**config.mk**
```make
export PLATFORM = sky130hd
export DESIGN_NAME = instr_fetch_ctrl
export DESIGN_NICKNAME = d
export VERILOG_FILES = /design/src/rtl/fetch_pkg.sv /design/src/rtl/fetch_skid_buf.sv /design/src/rtl/instr_fetch_ctrl.sv
export SDC_FILE = /design/constraint.sdc
export NUM_CORES = 1
export LEC_CHECK = 0
export ABC_AREA = 0
export BUFFER_PORTS_ARGS = -buffer_cell sky130_fd_sc_hd__buf_4
export CORE_MARGIN = 2
export CORE_UTILIZATION = 50
export CTS_BUF_LIST = sky130_fd_sc_hd__clkbuf_4 sky130_fd_sc_hd__clkbuf_8
export DETAILED_ROUTE_END_ITERATION = 10
export PLACE_DENSITY = 0.82
export SLEW_MARGIN = 15
export SYNTH_ARGS = -nofsm -noshare
export SYNTH_HDL_FRONTEND = slang
export SYNTH_SLANG_ARGS = --single-unit
```
**constraint.sdc**
```tcl
create_clock -name clk -period 8.58 [get_ports clk]
set_clock_uncertainty 0.2 [all_clocks]
set_input_delay 0.429 -clock clk [delete_from_list [all_inputs] [get_ports clk]]
set_output_delay 0.429 -clock clk [all_outputs]
set_load 0.03 [all_outputs]
```
**src/rtl/fetch_pkg.sv**
```systemverilog
// Shared types and defaults for the instruction fetch path.
// Entry layout is {instr, pc} so the skid buffer can treat it as one vector.
package fetch_pkg;

  localparam int unsigned            DEF_ADDR_W   = 32;
  localparam logic [DEF_ADDR_W-1:0]  DEF_RESET_PC = '0;
  localparam logic [31:0]            NOP_INSTR    = 32'h0;

  typedef struct packed {
    logic [31:0]           instr;
    logic [DEF_ADDR_W-1:0] pc;
  } fetch_entry_t;

endpackage

```
**src/rtl/fetch_skid_buf.sv**
```systemverilog
// Two-entry FIFO with the head held in a register so the consumer sees flop outputs.
// Push and pop in the same cycle are both honoured; flush empties it and drops any push.
module fetch_skid_buf #(
  parameter int unsigned       DATA_W  = 64,
  parameter logic [DATA_W-1:0] RST_VAL = '0
) (
  input  logic              clk,
  input  logic              rst,
  input  logic              push_i,
  input  logic              pop_i,
  input  logic              flush_i,
  input  logic [DATA_W-1:0] din_i,
  output logic [DATA_W-1:0] dout_o,
  output logic [1:0]        occ_o
);

  logic [DATA_W-1:0] head_q, head_d;
  logic [DATA_W-1:0] tail_q, tail_d;
  logic [1:0]        occ_q, occ_d;

  always_comb begin
    head_d = head_q;
    tail_d = tail_q;
    occ_d  = occ_q;
    if (flush_i) begin
      occ_d = 2'd0;
    end else begin
      case ({push_i, pop_i})
        2'b10: begin
          if (occ_q == 2'd0) head_d = din_i;
          else               tail_d = din_i;
          occ_d = occ_q + 2'd1;
        end
        2'b01: begin
          head_d = tail_q;
          occ_d  = occ_q - 2'd1;
        end
        2'b11: begin
          // occupancy is unchanged; the new word goes behind whatever survives the pop
          if (occ_q == 2'd2) begin
            head_d = tail_q;
            tail_d = din_i;
          end else begin
            head_d = din_i;
          end
        end
        default: ;
      endcase
    end
  end

  always_ff @(posedge clk) begin
    if (rst) begin
      head_q <= RST_VAL;
      tail_q <= RST_VAL;
      occ_q  <= 2'd0;
    end else begin
      head_q <= head_d;
      tail_q <= tail_d;
      occ_q  <= occ_d;
    end
  end

  assign dout_o = head_q;
  assign occ_o  = occ_q;

  a_no_overflow: assert property (@(posedge clk) disable iff (rst)
    !(push_i && !pop_i && !flush_i && occ_q == 2'd2));

endmodule

```
**src/rtl/instr_fetch_ctrl.sv**
```systemverilog
// Fetch sequencer for a 1-cycle synchronous instruction ROM: owns the PC, tags returns
// with their address, buffers them two deep and squashes wrong-path words on redirect.
module instr_fetch_ctrl
  import fetch_pkg::*;
#(
  parameter int unsigned       ADDR_W   = DEF_ADDR_W,
  parameter logic [ADDR_W-1:0] RESET_PC = ADDR_W'(DEF_RESET_PC),
  parameter int unsigned       PC_STEP  = 1
) (
  input  logic              clk,
  input  logic              rst,
  output logic              rom_en,
  output logic [ADDR_W-1:0] rom_addr,
  input  logic [31:0]       rom_instr,
  input  logic              redirect_valid,
  input  logic [ADDR_W-1:0] redirect_pc,
  input  logic              halt,
  output logic              out_valid,
  input  logic              out_ready,
  output logic [31:0]       out_instr,
  output logic [ADDR_W-1:0] out_pc
);

  typedef struct packed {
    logic [31:0]       instr;
    logic [ADDR_W-1:0] pc;
  } entry_t;

  logic [ADDR_W-1:0] fetch_pc_q, fetch_pc_d;
  logic [ADDR_W-1:0] inflight_pc_q, inflight_pc_d;
  logic              inflight_q, inflight_d;
  logic [1:0]        occ;
  logic [2:0]        committed;
  logic              pop, push, issue;
  entry_t            push_dat, head_dat;

  assign out_valid = (occ != 2'd0);
  assign pop       = out_valid && out_ready;
  // Slots already spoken for after this edge; issuing only below 2 keeps the buffer from overflowing.
  assign committed = {1'b0, occ} + {2'b0, inflight_q} - {2'b0, pop};
  assign issue     = !rst && !halt && !redirect_valid && (committed < 3'd2);

  assign rom_en    = issue;
  assign rom_addr  = fetch_pc_q;

  assign push           = inflight_q && !redirect_valid;
  assign push_dat.instr = rom_instr;
  assign push_dat.pc    = inflight_pc_q;

  always_comb begin
    fetch_pc_d    = fetch_pc_q;
    inflight_d    = issue;
    inflight_pc_d = inflight_pc_q;
    if (redirect_valid) begin
      fetch_pc_d = redirect_pc;
    end else if (issue) begin
      fetch_pc_d    = fetch_pc_q + ADDR_W'(PC_STEP);
      inflight_pc_d = fetch_pc_q;
    end
  end

  always_ff @(posedge clk) begin
    if (rst) begin
      fetch_pc_q    <= RESET_PC;
      inflight_q    <= 1'b0;
      inflight_pc_q <= '0;
    end else begin
      fetch_pc_q    <= fetch_pc_d;
      inflight_q    <= inflight_d;
      inflight_pc_q <= inflight_pc_d;
    end
  end

  fetch_skid_buf #(
    .DATA_W  ($bits(entry_t)),
    .RST_VAL ({NOP_INSTR, {ADDR_W{1'b0}}})
  ) u_buf (
    .clk     (clk),
    .rst     (rst),
    .push_i  (push),
    .pop_i   (pop),
    .flush_i (redirect_valid),
    .din_i   (push_dat),
    .dout_o  (head_dat),
    .occ_o   (occ)
  );

  assign out_instr = head_dat.instr;
  assign out_pc    = head_dat.pc;

endmodule

```
Word level (Yosys, flattened, before mapping)
Index checks and enable logic that the tools add are counted.
{"block": "word_totals", "input_bits": 69, "register_bits": 195, "elab_cells": 47, "out_inout_bits": 98}
{"block": "classes", "n_lt_le_gt_ge": 1, "n_mux": 9, "n_eq_ne": 7, "n_bitwise": 1, "n_reduce_logical": 18, "addsub": 5}
{"op": "2-to-1 mux 64 bit", "n": 4}
{"op": "case mux 64 bit (3 select lines)", "n": 1}
{"op": "case mux 64 bit (2 select lines)", "n": 1}
{"op": "2-to-1 mux 32 bit", "n": 2}
{"op": "adder 32 x 1 -> 32 bit (second input constant)", "n": 1}
{"op": "nonzero test 2 bit", "n": 4}
{"op": "equality test 2 bit (second input constant)", "n": 3}
{"op": "logical AND 1 bit", "n": 5}
{"op": "!= test 2 x 1 -> 1 bit (second input constant)", "n": 2}
{"op": "case mux 2 bit (2 select lines)", "n": 1}
{"op": "AND reduction 4 bit", "n": 1}
{"op": "adder 2 x 1 -> 3 bit", "n": 1}
{"op": "zero test 1 bit", "n": 3}
{"op": "less-than comparator 3 x 2 -> 1 bit (second input constant)", "n": 1}
{"op": "AND reduction 3 bit", "n": 1}
{"op": "nonzero test 3 bit", "n": 1}
{"op": "subtractor 3 x 1 -> 3 bit", "n": 1}
{"op": "adder 2 x 1 -> 2 bit (second input constant)", "n": 1}
{"op": "equality test 2 x 1 -> 1 bit (second input constant)", "n": 1}
{"op": "zero test 2 bit", "n": 1}
{"op": "!= test 2 bit (second input constant)", "n": 1}
{"op": "AND reduction 2 bit", "n": 1}
{"op": "OR reduction 2 bit", "n": 1}
{"op": "subtractor 2 x 1 -> 2 bit (second input constant)", "n": 1}
{"op": "NOT 1 bit", "n": 1}

Logic depth before layout (Yosys ltp)
{"block": "depth", "word_depth": 7, "depth_mapped": 13, "ltp_nobuf": 11}

Modules after synthesis
A second synthesis with hierarchy kept.
{"block": "hier_totals", "cells_unflattened": 1071, "hier_area_um2": 8869.8}
{"module": "fetch_skid_buf", "area_each_um2": 5776.8, "cells_per_inst": 691, "n_inst": 1}
{"module": "instr_fetch_ctrl", "area_each_um2": 3093.0, "cells_per_inst": 380, "n_inst": 1}

Worst setup path before layout
No wires, ideal clock.
{"block": "synth_timing", "path_type": "register to output", "from": "register u_buf.occ_q[0] (netlist: u_buf.occ_o[0])", "to": "output rom_en", "t_required_ns": 7.951, "stages_incl_launch_ff": 12, "arrival_time_ns": 3.068, "setup_slack_ns": 4.883, "path_buffers": 3, "cell_sequence": "dfxtp_1 > clkbuf_1 > o21ai_0 > inv_1 > ha_1 > nand2b_1 > fa_1 > or4b_1 > or2_2 > inv_1 > buf_2 > buf_2"}
{"block": "synth_between", "elab_chain_len": 5}
{"item": "start: declaration", "line_no": "fetch_skid_buf.sv:19", "text": "logic [1:0] occ_q, occ_d;"}
{"item": "start signal: assignment", "line_no": "fetch_skid_buf.sv:56", "text": "occ_q <= 2'd0;"}
{"item": "start signal: assignment", "line_no": "fetch_skid_buf.sv:60", "text": "occ_q <= occ_d;"}
{"item": "branches (longest 2 deep; another with adder 2 x 1 -> 3 bit)"}
{"item": "subtractor 3 x 1 -> 3 bit *", "line_no": "instr_fetch_ctrl.sv:40", "text": "assign committed = {1'b0, occ} + {2'b0, inflight_q} - {2'b0, pop};"}
{"item": "less-than comparator 3 x 2 -> 1 bit *", "line_no": "instr_fetch_ctrl.sv:41", "text": "assign issue = !rst && !halt && !redirect_valid && (committed < 3'd2);"}
{"item": "logical AND 1 bit *", "line_no": "instr_fetch_ctrl.sv:41"}
{"item": "end: declaration", "line_no": "instr_fetch_ctrl.sv:12", "text": "output logic rom_en,"}
Mark *: on every way between the ends.

Worst setup path in the final report
Same ends and word-level chain as after synthesis.

==> results.md <==
* Post-synthesis cell area at 8090 um^2
* Most frequent cells in the layout: nand2_1 (213), dfxtp_1 (195), buf_4 (173), a21oi_1 (117), nor2_1 (82)
* Core Region at 15,800 um^2
* Routability cong. at 0.846
* Synth Flop Type: dfxtp_1
* CTS sink cnt at 195
* Remaining routing DRC violations at 0
* Synth Area in XOR/XNOR at 0.0152
* Die width at 131 um
* Area delta synth->final at 25.2%
* Maxcap violations at 0
* CTS root buffer: clkbuf_8
* Worst-path clk slew at 0.09 ns
* Area contributors post-synth: dfxtp_1 (48%), nand2_1 (9.9%), a21oi_1 (7.3%)
* Non-filler cells, final at 1,366
* EDFF count, synth at 0
* Final WL at 21,000 um
* Setup slack after layout at 3.27 ns
* Worst-path fanout max at 74
* Layout cells sized above 1 at 0.191
* Post-place setup slack at 3.61 ns
* Post-synthesis mux area share at 0.00278
* WL/cell at 15.3 um
* Initial detailed-routing violation count at 636
* Largest net degree at the start of global routing at 110
* Switching Fraction at 0.251
* Hold Vio Cnt, Final at 0
* CP arrival at 4.68 ns
* Largest family of logic cells by synthesized area: compound AO/OA/AOI/OAI gates
* Antenna Violating Nets Remaining at 0
* Layout Nets at 1,212
* Pleak at 0.00365 uW
* Netlist cell types at 46
* Sequential fraction of the synthesis area at 0.482
* Most common cell after layout, fill and taps aside: nand2_1
* Congestion Overflow GR at 0
* Vias in the first global route at 6,621
* Initial core utilization at 0.511
* Comb power frac at 0.115
* Vias at 7,573
* Clk buf depth at 2
* Worst Max-Slew Pin Slew at 1.05 ns
* Post-DP HPWL at 12,900 um
* I/O pin cnt at 167
* Status: finished clean
* H-tree Lvls at 4
* DR vias/cell at 5.54
* Final Max Tran Viols at 0
* GR Util All Layers at 0.238
* Total Power Consumption at 1890 uW
* Final period util at 0.619
* Synth Register Bits at 195
* Unrepaired setup endpoints after global routing: no
* Die footprint at 17,200 um^2
* Area leader, netlist: dfxtp_1
* NetSw at 475 uW
* # port buffers at 166
* Final Setup Violations at 0
* Syn nets at 1,079
* Post-Synthesis Cells at 1,004
* Slew margin rel. at 0.298
* Worst Hold Class: input pin to register
* Inst Count DP at 1,307
* Synth Warn # at 0
* Crit. End Element: primary output
* Ant. Diodes at 0
* CP required at 7.95 ns
* Post-Layout Inst Area at 10,100 um^2
* Die Y at 131 um
* Yosys top cell area share at 0.482
* Synth Area in Adders at 0.0102
* P per Cell Area at 187 nW/um^2
* First-pass GRT wire length at 34,400 um
* Post-layout minimum cycle time at 5.31 ns
* Synth Area in Compound Gates at 0.240
* Simple-gate area share of the yosys netlist at 0.202
* Setup_tns at 0 ns
* Row Count at 46
* CTS tree: done
* Flop pwr share at 0.509
* Async set-or-reset flop fraction in the synthesized netlist at 0
* Clock latency on the worst-skew pair at 0.46 ns
* Drt first pass iters at 5
* Clock power share at 0.376
* Worst setup SP type: register
* Peak VDD IR at 0.114 mV
* P_int at 1420 uW
* Initial antenna violation count at 0
* Placed Area at 9370 um^2
* Fmax achieved at 0.188 GHz
* Post-CTS Resized at 0
* Worst setup path class: register to primary output
* Avg Inst Size Synth at 8.06 um^2
* CTS buffer count at 17
-- worst max-delay path, cell delays in order, from the launching register on --
cell,delay (ns)
dfxtp_1,0.38
o21ai_0,0.66
inv_1,0.24
ha_1,0.33
nand2b_1,0.17
fa_1,0.50
or4b_1,0.45
or2_2,0.30
buf_4,0.33
inv_1,0.13
buf_4,0.43
buf_4,0.25
-- through the flow --
| stage | hold slack [ns] | util |
|---|---|---|
| floorplan | 0.236 | - |
| global placement | 0.241 | 0.592 |
| detailed placement | 0.246 | 0.592 |
| CTS | 0.000113 | 0.640 |
| global route | 0.00428 | 0.640 |
| finish | 0.0250 | 0.640 |
-- cell usage after synthesis (4+ instances only) --
cell type	count
ha_1	5
clkbuf_1	76
nor2_1	83
or3_1	4
and2_1	13
inv_1	13
buf_2	4
a32oi_1	4
a22oi_1	66
nor4_1	4
a31oi_1	18
nand2_1	214
a211oi_1	64
buf_1	6
o22ai_1	10
nand4_1	5
a21oi_1	118
nand3_1	22
dfxtp_1	195
and3_1	6
xnor2_1	12
o21ai_0	12
nor3_1	14
-- power by group through the flow --
stage / Clock (uW) / Sequential, uW / Combinational (uW)
final: 713 / 965 / 217
after global routing: 762 / 970 / 234
after CTS: 728 / 964 / 216
after detailed placement: 0 / 985 / 206
after global placement: 0 / 984 / 204
after floorplan: 0 / 1020 / 86.3
-- registers in the layout, indices dropped and copies added, names as in the netlist --
| name | count |
|---|---|
| u_buf.dout_o | 64 |
| rom_addr | 32 |
| u_buf.tail_q | 64 |
| inflight_pc_q | 32 |
| u_buf.occ_o | 2 |
| inflight_q | 1 |
-- final cells by class --
type                       count  area, um^2
inverter                      13        48.8
clock buffer                  20         269
fill                        1321        5690
sequential                   195        3900
timing repair buffer         201        1580
multi-input combinational    709        3830
clock inverter                12         226
tap                          216         270
-- metal layers --
metal / track usage / share of wire
met1: 0.346 / 0.46
met2: 0.360 / 0.46
met3: 0.0417 / 0.062
met4: 0.0791 / 0.017
met5: 0 / 0
-- cell families (layout without fill, tap and decap cells) --
kind of cell / after synthesis / count (layout)
and+or+nand+nor: 382 / 382
AOI/OAI and AO/OA: 305 / 305
DFF: 195 / 195
buffers and inverters: 100 / 246
xor gates and xnor gates: 14 / 14
adders and majority gates: 6 / 6
muxes: 2 / 2
-- what timing repair did --
item                                    CTS  global route
endpoints found under the hold margin    27             0
buffers inserted                          0             0
endpoints found under the setup margin    0             0
hold buffers                             27             0
-- final timing paths --
check | startpoint | end | slack [ns] | cells past startpoint
min | redirect_pc[5] | rom_addr[5] | 0.02 | 3
max | u_buf.occ_o[0] | rom_en | 3.27 | 11
max reg2reg | u_buf.occ_o[0] | rom_addr[17] | 3.56 | 13
min reg2reg | u_buf.tail_q[3] | u_buf.tail_q[3] | 0.26 | 2
(Power assumes the default switching activity.)
